## src/rtl/ram_sync_param.sv

```systemverilog
// Single-port synchronous RAM with registered read, post-reset clear and range check.
// Optional write-through echo of in-range writes: define RAM_WRITE_THROUGH_EN.
module ram_sync_param #(
  parameter int DATA_W = 8,
  parameter int DEPTH  = 16,
  parameter int ADDR_W = $clog2(DEPTH)
) (
  input  logic              clk,
  input  logic              rst,
  input  logic              mem_en,
  input  logic              write_en,
  input  logic [ADDR_W-1:0] addr,
  input  logic [DATA_W-1:0] data_in,
  output logic [DATA_W-1:0] data_out,
  output logic              rd_valid,
  output logic              busy,
  output logic              addr_err
);

  typedef enum logic {CLEAR, READY} state_t;

  localparam logic [ADDR_W-1:0] LAST = ADDR_W'(DEPTH - 1);
  localparam logic [ADDR_W:0] LIMIT = (ADDR_W + 1)'(DEPTH);

  state_t state, state_nxt;
  logic [ADDR_W-1:0] clr_ptr, clr_nxt;
  logic [DATA_W-1:0] mem [0:DEPTH-1];

  logic in_range, acc, rd_ok, wr_ok, oor;
  logic [DATA_W-1:0] dout_nxt;
  logic v_nxt, e_nxt;

  assign in_range = {1'b0, addr} < LIMIT;
  assign acc = (state == READY) && mem_en;
  assign rd_ok = acc && in_range && !write_en;
  assign wr_ok = acc && in_range && write_en;
  assign oor = acc && !in_range;
  assign busy = (state == CLEAR);

  always_ff @(posedge clk or posedge rst) begin
    if (rst) begin
      state <= CLEAR;
      clr_ptr <= '0;
    end else begin
      state <= state_nxt;
      clr_ptr <= clr_nxt;
    end
  end

  always_comb begin
    state_nxt = state;
    clr_nxt = clr_ptr;
    unique case (state)
      CLEAR: begin
        clr_nxt = clr_ptr + 1'b1;
        if (clr_ptr == LAST) begin
          state_nxt = READY;
          clr_nxt = '0;
        end
      end
      READY: state_nxt = READY;
      default: state_nxt = CLEAR;
    endcase
  end

  always_comb begin
    dout_nxt = data_out;
    v_nxt = 1'b0;
    e_nxt = 1'b0;
    unique case (1'b1)
      rd_ok: begin
        dout_nxt = mem[addr];
        v_nxt = 1'b1;
      end
      oor: begin
        e_nxt = 1'b1;
        if (!write_en) begin
          dout_nxt = '0;
          v_nxt = 1'b1;
        end
      end
`ifdef RAM_WRITE_THROUGH_EN
      wr_ok: begin
        dout_nxt = data_in;
        v_nxt = 1'b1;
      end
`else
      wr_ok: dout_nxt = data_out;
`endif
      default: dout_nxt = data_out;
    endcase
  end

  always_ff @(posedge clk or posedge rst) begin
    if (rst) begin
      data_out <= '0;
      rd_valid <= 1'b0;
      addr_err <= 1'b0;
    end else begin
      data_out <= dout_nxt;
      rd_valid <= v_nxt;
      addr_err <= e_nxt;
    end
  end

  // Array has no reset so it maps onto plain block RAM.
  always_ff @(posedge clk) begin
    if (state == CLEAR)
      mem[clr_ptr] <= '0;
    else if (wr_ok)
      mem[addr] <= data_in;
  end

endmodule

```

## config.mk

```make
export PLATFORM = sky130hd
export DESIGN_NAME = ram_sync_param
export DESIGN_NICKNAME = d
export VERILOG_FILES = /design/src/rtl/ram_sync_param.sv
export SDC_FILE = /design/constraint.sdc
export NUM_CORES = 1
export LEC_CHECK = 0
export BUFFER_PORTS_ARGS = -buffer_cell sky130_fd_sc_hd__buf_2
export CORE_UTILIZATION = 55
export CTS_CLUSTER_SIZE = 8
export DETAILED_ROUTE_END_ITERATION = 16
export GPL_TIMING_DRIVEN = 0
export PLACE_DENSITY = 0.75
export SLEW_MARGIN = 15
export SYNTH_ARGS = -nofsm -noshare
export SYNTH_HDL_FRONTEND = slang
export SYNTH_SLANG_ARGS = --single-unit
```

## constraint.sdc

```tcl
create_clock -name clk -period 2.15 [get_ports clk]
set_clock_uncertainty 0.2 [all_clocks]
set_input_delay 0.1075 -clock clk [delete_from_list [all_inputs] [get_ports clk]]
set_output_delay 0.1075 -clock clk [all_outputs]
set_load 0.01 [all_outputs]
```

# Yosys cells after proc, flatten, opt, wreduce, memory -nomap -nowiden

Memories as Yosys holds them, arrays and structs flattened. A register that Yosys moved wholly into a read port is not among the register bits.
Cells that the tools add are included.

Memory bits (writable): 128
Output and inout port bits: 11
Bits in registers: 6
Memories: 1

Memories:

| memory | depth | width | read ports | clocked after memory_dff | write ports | line | RTL |
|---|---|---|---|---|---|---|---|
| mem    | 16    | 8     | 1          | 1                        | 1           | 27   | `logic [DATA_W-1:0] mem [0:DEPTH-1];` |

Reductions and logical operators: 5
Multiplexer cells: 11
Add/subtract/negate cells: 1
Eq/ne operators: 1
Bitwise operators: 1

Operator list:

| kind                                                          | count |
|---|---|
| 4-bit 2-to-1 mux                                              | 2 |
| 8-bit 2-to-1 mux                                              | 1 |
| 8-bit OR reduction                                            | 1 |
| 1-bit 2-to-1 mux                                              | 7 |
| 4-bit by 1-bit adder with 4-bit output, second input constant | 1 |
| 4-bit == test, second input constant                          | 1 |
| 1-bit logical AND                                             | 3 |
| 1-bit one-hot mux with 2 select lines                         | 1 |
| 1-bit zero test                                               | 1 |
| 1-bit NOT                                                     | 1 |

# Logic depth before layout (Yosys ltp)

Gate-level depths: netlist of run 1.

Depth in word-level cells: 7
Gate-level depth with buffers: 6

# Worst setup path before layout of run 1

OpenSTA, ideal clock, no wires.

Path kind: flip-flop to flip-flop
Start: reg state
End: mem mem[0][0] (enable)
Setup slack: 0.132 ns
Stages on the path, launching flop included: 7
Buffers on the path: 2
Arrival: 1.448 ns
Period minus slack after synthesis: 2.018 ns
Path through: dfrtp_1 -> buf_2 -> and3_1 -> clkbuf_1 -> nor3_1 -> nor2_1 -> nor2_1

Cells in the longest elaborated chain, start to end: 7

Ends and longest elaborated chain:

| item                                                                         | line | RTL |
|---|---|---|
| start, declared                                                              | 25   | `state_t state, state_nxt;` |
| start signal, assigned                                                       | 45   | `state <= state_nxt;` |
| 1-bit logical AND                                                            | 34   | `assign acc = (state == READY) && mem_en;` |
| 1-bit logical AND                                                            | 36   | `assign wr_ok = acc && in_range && write_en;` |
| 1-bit 2-to-1 mux                                                             | 110  | `else if (wr_ok)` |
| 1-bit 2-to-1 mux                                                             | 108  | `if (state == CLEAR)` |
| 1-bit 2-to-1 mux (implied by the code)                                       | 111  | `mem[addr] <= data_in;` |
| 8-bit OR reduction (no source line)                                          | -    |  |
| 4-bit 2-to-1 mux (no source line) / 1-bit 2-to-1 mux (equally long branches) | -    |  |
| end, declared                                                                | 27   |  |

Several ways; a longest one is shown, not always the timed one.

# Final worst setup path of run 1

Start: reg state
End: mem mem[12][2] (enable)

Same word-level chain as after synthesis.

==> results_dict.tcl, run 1 <==
set metrics [dict create \
    holdWs_ns -0.00311 \
    grt_pass1_vias 3218 \
    endpoint_kind "flop" \
    root_buffer "clkbuf_8" \
    grtUsageMet1_pct 31.6 \
    pre_cts_slack_ns -0.502 \
    finalSetupViolations 0 \
    grt_pass1_wl_um 18100 \
    num_io_pins 27 \
    fin_setup_tns_ns 0 \
    violations "hold timing" \
    vdd.ir_drop.worst_v 0.000516 \
    synth_edf_count 128 \
    grt_overflow_total 0 \
    synth_adder_area_share_pct 0.219 \
    status "finished, violations left" \
    ys.flop_type "edfxtp_1" \
    antenna_cells 0 \
    final_nets 379 \
    ys_seq_elements 142 \
    clock-sinks 142 \
    ys_async_sr_fraction_pct 9.86 \
    num_vias 3063 \
    p_leak_nw 2.70 \
    hold_viol_final 8 \
    synth.area.mux_share_pct 15.2 \
    synth_cell_types 41 \
    cts-buffers-inserted 17 \
    synth_area_leaders "edfxtp_1, mux4_2, dfrtp_1" \
    relSlewSlack_pct 57.0 \
    synth-xor-area-share_pct 0.154 \
    synth_top_family_by_area "multiplexers" \
    finish.utilization_pct 70.6 \
    placementRows 36 \
    fill_cells 596 \
    die_w_um 104 \
    synth_compound_gate_area_share_pct 2.81 \
    cts_max_path_buffers 2 \
    place_hpwl_um 7050 \
    worst_setup_path_start_kind "flop" \
    clk_pin_slew_ns 0.06 \
    fmax_ghz 0.485 \
    path_class "flop to flop" \
    gp_congestion 0.863 \
    use_met2_pct 37.3 \
    antenna_found_initial 0 \
    power.density_nw_per_um2 888 \
    first_pass_iters 4 \
    h-tree-depth 4 \
    grtUsageTotal_pct 23.9 \
    clock_latency_ns 0.52 \
    synth_top_area_share_pct 67.4 \
    arrival_ns 2.10 \
    fin_ws_ns 0.0889 \
    post-route-drc-count 0 \
    fin_crit_ns 2.06 \
    finalWirelength_um 12100 \
    initial_core_util_pct 57.6 \
    grt_max_degree 17 \
    slew_violations 0 \
    postSynthAreaPerCell_um2 19.0 \
    hold_class "input port to flop" \
    port_buffers 24 \
    path_max_fanout 10 \
    post-route-period-util_pct 95.9 \
    met3_usage_pct 6.86 \
    synth_commonest_cells "edfxtp_1, nor2_1, mux4_2" \
    cts_tree "built" \
    synthMostInstantiatedCell "edfxtp_1" \
    core_area_um2 9910 \
    yosysWarnings 0 \
    wl_per_cell_um 23.8 \
    critPathRequiredTime_ns 2.19 \
    drive_gt1_share_pct 36.8 \
    detail_route.iter0.violations 266 \
    seq_area_frac_synth_pct 73.5 \
    synthCells 301 \
    via_per_inst 6.03 \
    yosys.area.top_type "edfxtp_1" \
    ant_nets 0 \
    syn-num-nets 318 \
    die_y_um 104 \
    tightest_slew_ns 0.645 \
    yosys.area_share.simple_pct 5.66 \
    top_usage_layer "met2" \
    die-area_um2 10800 \
    syn_area_um2 5700 \
    cap_violations 0 \
    syn2layout_area_growth_pct 22.6 \
]
-- per-layer routing --
layer | vias up | part of all wire [%]
met3 | 23 | 7.5
met2 | 129 | 50
met4 | 0 | 1.7
met5 | - | 0
met1 | 1579 | 41
li1 | 1332 | -
-- state kept, by name, summed over array words and instances (netlist names) --
register	count
state	1
clr_ptr	4
data_out	8
mem	128
rd_valid	1
-- area by class of cell --
type                            instances  area (um^2)  share of cell area [%]
Sequential cell                       142         4190                    60.0
Multi-Input combinational cell        139         1560                    22.2
Clock buffer                           19          422                    6.03
Timing Repair Buffer                   42          355                    5.08
Tap cell                              133          166                    2.38
Clock inverter                         13          164                    2.34
Buffer                                 15          119                    1.70
Inverter                                5         18.8                   0.268
-- cells in the final DEF (no fill, tap or decap), types with 5 or more instances in the layout --
cell type and instances:
edfxtp_1 128, buf_2 30, mux4_2 27, mux2i_1 16, nor2_4 16, clkbuf_16 16, dfrtp_1 14, nor3_1 12
nor2_1 11, buf_4 9, buf_12 8, a211o_1 8, and2_1 7, nand2_1 6, dlygate4sd3_1 5
-- kinds of logic after synthesis --
group                    after synthesis
multiplexers                          48
AO/OA/AOI/OAI                         21
XOR/XNOR                               1
buffers and inverters                 20
other                                  1
flip-flops                           142
AND/OR/NAND/NOR                       67
adder cells (fa/ha/maj)                1
-- timing repair --
item                                   4_1_cts  5_1_grt
setup endpoints to repair                  240      241
pin swaps                                    6        7
resized for setup                           39       12
endpoints found under the hold margin       48        0
setup buffers                                8        5
hold buffers                                 5        0
cloned                                       0        0
-- through the flow --
stage                     area, um^2  std cells  power (W)  hold slack (ns)
final                           6990        508    0.00621         -0.00311
after global placement          5990        458    0.00335          -0.0157
after floorplan                 5700        301    0.00326           -0.203
after detailed placement        5990        458    0.00335         -0.00495
after global routing            6990        508    0.00637           0.0307
after CTS                       6860        503    0.00622         0.000871
-- power breakdown --
group | internal, W | switching (W) | leakage (nW)
Combinational | 0.000127 | 0.000177 | 0.856
Sequential | 0.00302 | 0.0000134 | 1.57
Clock | 0.00177 | 0.00110 | 0.274
Total | 0.00492 | 0.00129 | 2.70
-- final timing paths --
| check | startpoint | endpoint | slack [ns] | cells after the start |
|---|---|---|---|---|
| setup / recovery | state$_DFF_PP0_ | mem[12][2]$_DFFE_PP_ | 0.09 | 8 |
| hold / removal | data_in[0] | mem[8][0]$_DFFE_PP_ | -0.003 | 2 |
| setup reg to reg | state$_DFF_PP0_ | mem[12][2]$_DFFE_PP_ | 0.09 | 8 |
| hold reg to reg | data_out[4]$_DFFE_PP0P_ | data_out[4]$_DFFE_PP0P_ | 0.31 | 1 |
| max in group asynchronous | rst | state$_DFF_PP0_ | 0.81 | 4 |
| min in group asynchronous | rst | data_out[0]$_DFFE_PP0P_ | 0.55 | 4 |
-- worst max-delay path, stage by stage, from the launching register on --
cell and delay, ns:
dfrtp_1 0.36, buf_2 0.18, and3_4 0.19, buf_4 0.18, nor3_4 0.14, nor2_2 0.07
buf_4 0.16, nor2_4 0.13, buf_12 0.15
Note: power is estimated with default switching activity, not from simulation.
==> inputs of run 2 (changes only) <==
Settings changed: CORE_UTILIZATION 55 to 25, PLACE_DENSITY 0.75 to not set.
==> results_dict.tcl, run 2 (synthesized netlist as in run 1, its figures left out) <==
set metrics [dict create \
    hold_viol_final 0 \
    antenna_cells 0 \
    status "finished clean" \
    cts_tree "built" \
    regMostFlops "mem" \
    die-area_um2 23400 \
    relSlewSlack_pct 59.5 \
    gp_congestion 0.870 \
    grtUsageTotal_pct 10.6 \
    grt_overflow_total 0 \
    p_comb_share_pct 4.5 \
    cap_violations 0 \
    multi_input_area_um2 1570 \
    fin_setup_tns_ns 0 \
    grt_max_degree 17 \
    r2r_start "state$_DFF_PP0_" \
    cp-startpoint "state$_DFF_PP0_" \
    seqPwrFrac_pct 46.8 \
    root_buffer "clkbuf_16" \
    largest_reg_flops 128 \
    fmax_ghz 0.474 \
    fin_crit_ns 2.11 \
    clkPwrFrac_pct 48.8 \
    place_hpwl_um 7760 \
    path_cells "buf_2 -> and3_2 -> clkbuf_4 -> nor3_4 -> nor2_4 -> nor2_4 -> buf_12" \
    finalSetupViolations 0 \
    h-tree-depth 4 \
    layout_commonest_cell "edfxtp_1" \
    grt_pass1_vias 3021 \
    port_buffers 24 \
    via_per_inst 4.56 \
    top_regs "mem (128), data_out (8), clr_ptr (4)" \
    hold_class "input port to asynchronous set/reset pin" \
    grt_pass1_wl_um 17900 \
    worst_setup_path_start_kind "flop" \
    vdd.ir_drop.worst_v 0.000515 \
    drive_gt1_share_pct 36.0 \
    slowest_delay_ns 0.35 \
    die_w_um 153 \
    placementRows 54 \
    sw_frac_of_total_pct 19.9 \
    first_pass_iters 4 \
    cp_common_cell "nor2_4" \
    die_y_um 153 \
    fill_cells 2051 \
    detail_route.iter0.violations 166 \
    antenna_found_initial 0 \
    cts-buffers-inserted 17 \
    p_int_w 0.00520 \
    path_class "flop to flop" \
    num_io_pins 27 \
    syn2layout_area_growth_pct 25.9 \
    arrival_ns 2.04 \
    tightest_slew_ns 0.605 \
    post-route-drc-count 0 \
    slew_violations 0 \
    clock_latency_ns 0.43 \
    wl_per_cell_um 18.2 \
    core_area_um2 22100 \
    initial_core_util_pct 25.8 \
    mostFrequentLayoutCells "edfxtp_1, buf_2, mux4_2" \
    path_max_fanout 10 \
    clk_pin_slew_ns 0.06 \
    cts_max_path_buffers 2 \
    power.density_nw_per_um2 905 \
    ff_latch_area_um2 4190 \
    slowest_stage "dfrtp_1" \
    holdWs_ns 0.0815 \
    fin_area_um2 7180 \
    finalWirelength_um 11800 \
    endpoint_kind "flop" \
    post_dp_cell_area_um2 6170 \
    ant_nets 0 \
    post-route-period-util_pct 98.1 \
    num_vias 2950 \
    clock-sinks 142 \
    critPathRequiredTime_ns 2.08 \
    net-switching-power_w 0.00129 \
    final_nets 371 \
    p_leak_nw 2.70 \
]
run 2: cell count changes in the layout (fill, tap and decap cells not counted), moves of 2 or more:
cell / before / now
clkinvlp_4: 3 / 0
bufinv_16: 3 / 5
buf_4: 9 / 4
dlygate4sd3_1: 5 / 1
run 2: worst paths after layout:
| path | end | slack (ns) | depth (start not counted) |
|---|---|---|---|
| max in group asynchronous | data_out[3]$_DFFE_PP0P_ | 1.29 | 3 |
| min | data_out[4]$_DFFE_PP0P_ | 0.08 | 3 |
| max | mem[12][5]$_DFFE_PP_ | 0.04 | 7 |
| min reg2reg | data_out[5]$_DFFE_PP0P_ | 0.32 | 1 |
| min in group clk | data_out[2]$_DFFE_PP0P_ | 0.10 | 5 |
| max reg2reg | mem[12][5]$_DFFE_PP_ | 0.04 | 7 |
run 2: stage by stage:
| stage | cells | power (W) | worst slack [ns] | utilization, % |
|---|---|---|---|---|
| after floorplan | 301 | 0.00326 | 0.132 | - |
| after global placement | 605 | 0.00335 | -0.570 | 27.9 |
| after detailed placement | 605 | 0.00336 | -0.595 | 27.9 |
| after CTS | 639 | 0.00653 | -0.139 | 31.5 |
| after global routing | 647 | 0.00669 | -0.0319 | 32.5 |
| final | 647 | 0.00649 | 0.0407 | 32.5 |
run 2: layout make-up:
class                   count  area share, %
multi-input cells         139           21.9
inverters                   5          0.261
well taps                 280           4.88
repair buffers             34           3.97
clock inverters            14           2.96
flip-flops and latches    142           58.4
plain buffers              15           1.64
clock buffers              18           5.98
run 2: what timing repair did:
item,in CTS,in global routing
gates resized for setup,31,18
hold buffers,1,0
gates cloned,0,0
endpoints found under the setup margin,256,117
pin swaps,1,8
hold endpoints to repair,14,0
buffers inserted,1,8
run 2: critical path: cells and delay by family (launching register included):
kind,cells,cell delay [ns]
and+or+nand+nor,4,0.70
buffers and inverters,3,0.56
DFF,1,0.35
run 2: power by group through the flow:
stage / Sequential, W / Combinational (W) / Clock [W]
5_1_grt: 0.00304 / 0.000314 / 0.00334
4_1_cts: 0.00304 / 0.000280 / 0.00321
3_5_place_dp: 0.00310 / 0.000266 / 0
6_report: 0.00304 / 0.000291 / 0.00317
2_1_floorplan: 0.00310 / 0.000165 / 0
3_3_place_gp: 0.00309 / 0.000259 / 0
run 2: layer usage:
| metal | up-vias | track usage, % | share of wire, % |
|---|---|---|---|
| li1 | 1315 | - | - |
| met5 | - | 0 | 0 |
| met3 | 12 | 3.46 | 5.0 |
| met2 | 86 | 16.1 | 49 |
| met4 | 0 | 4.95 | 1.2 |
| met1 | 1537 | 13.7 | 45 |
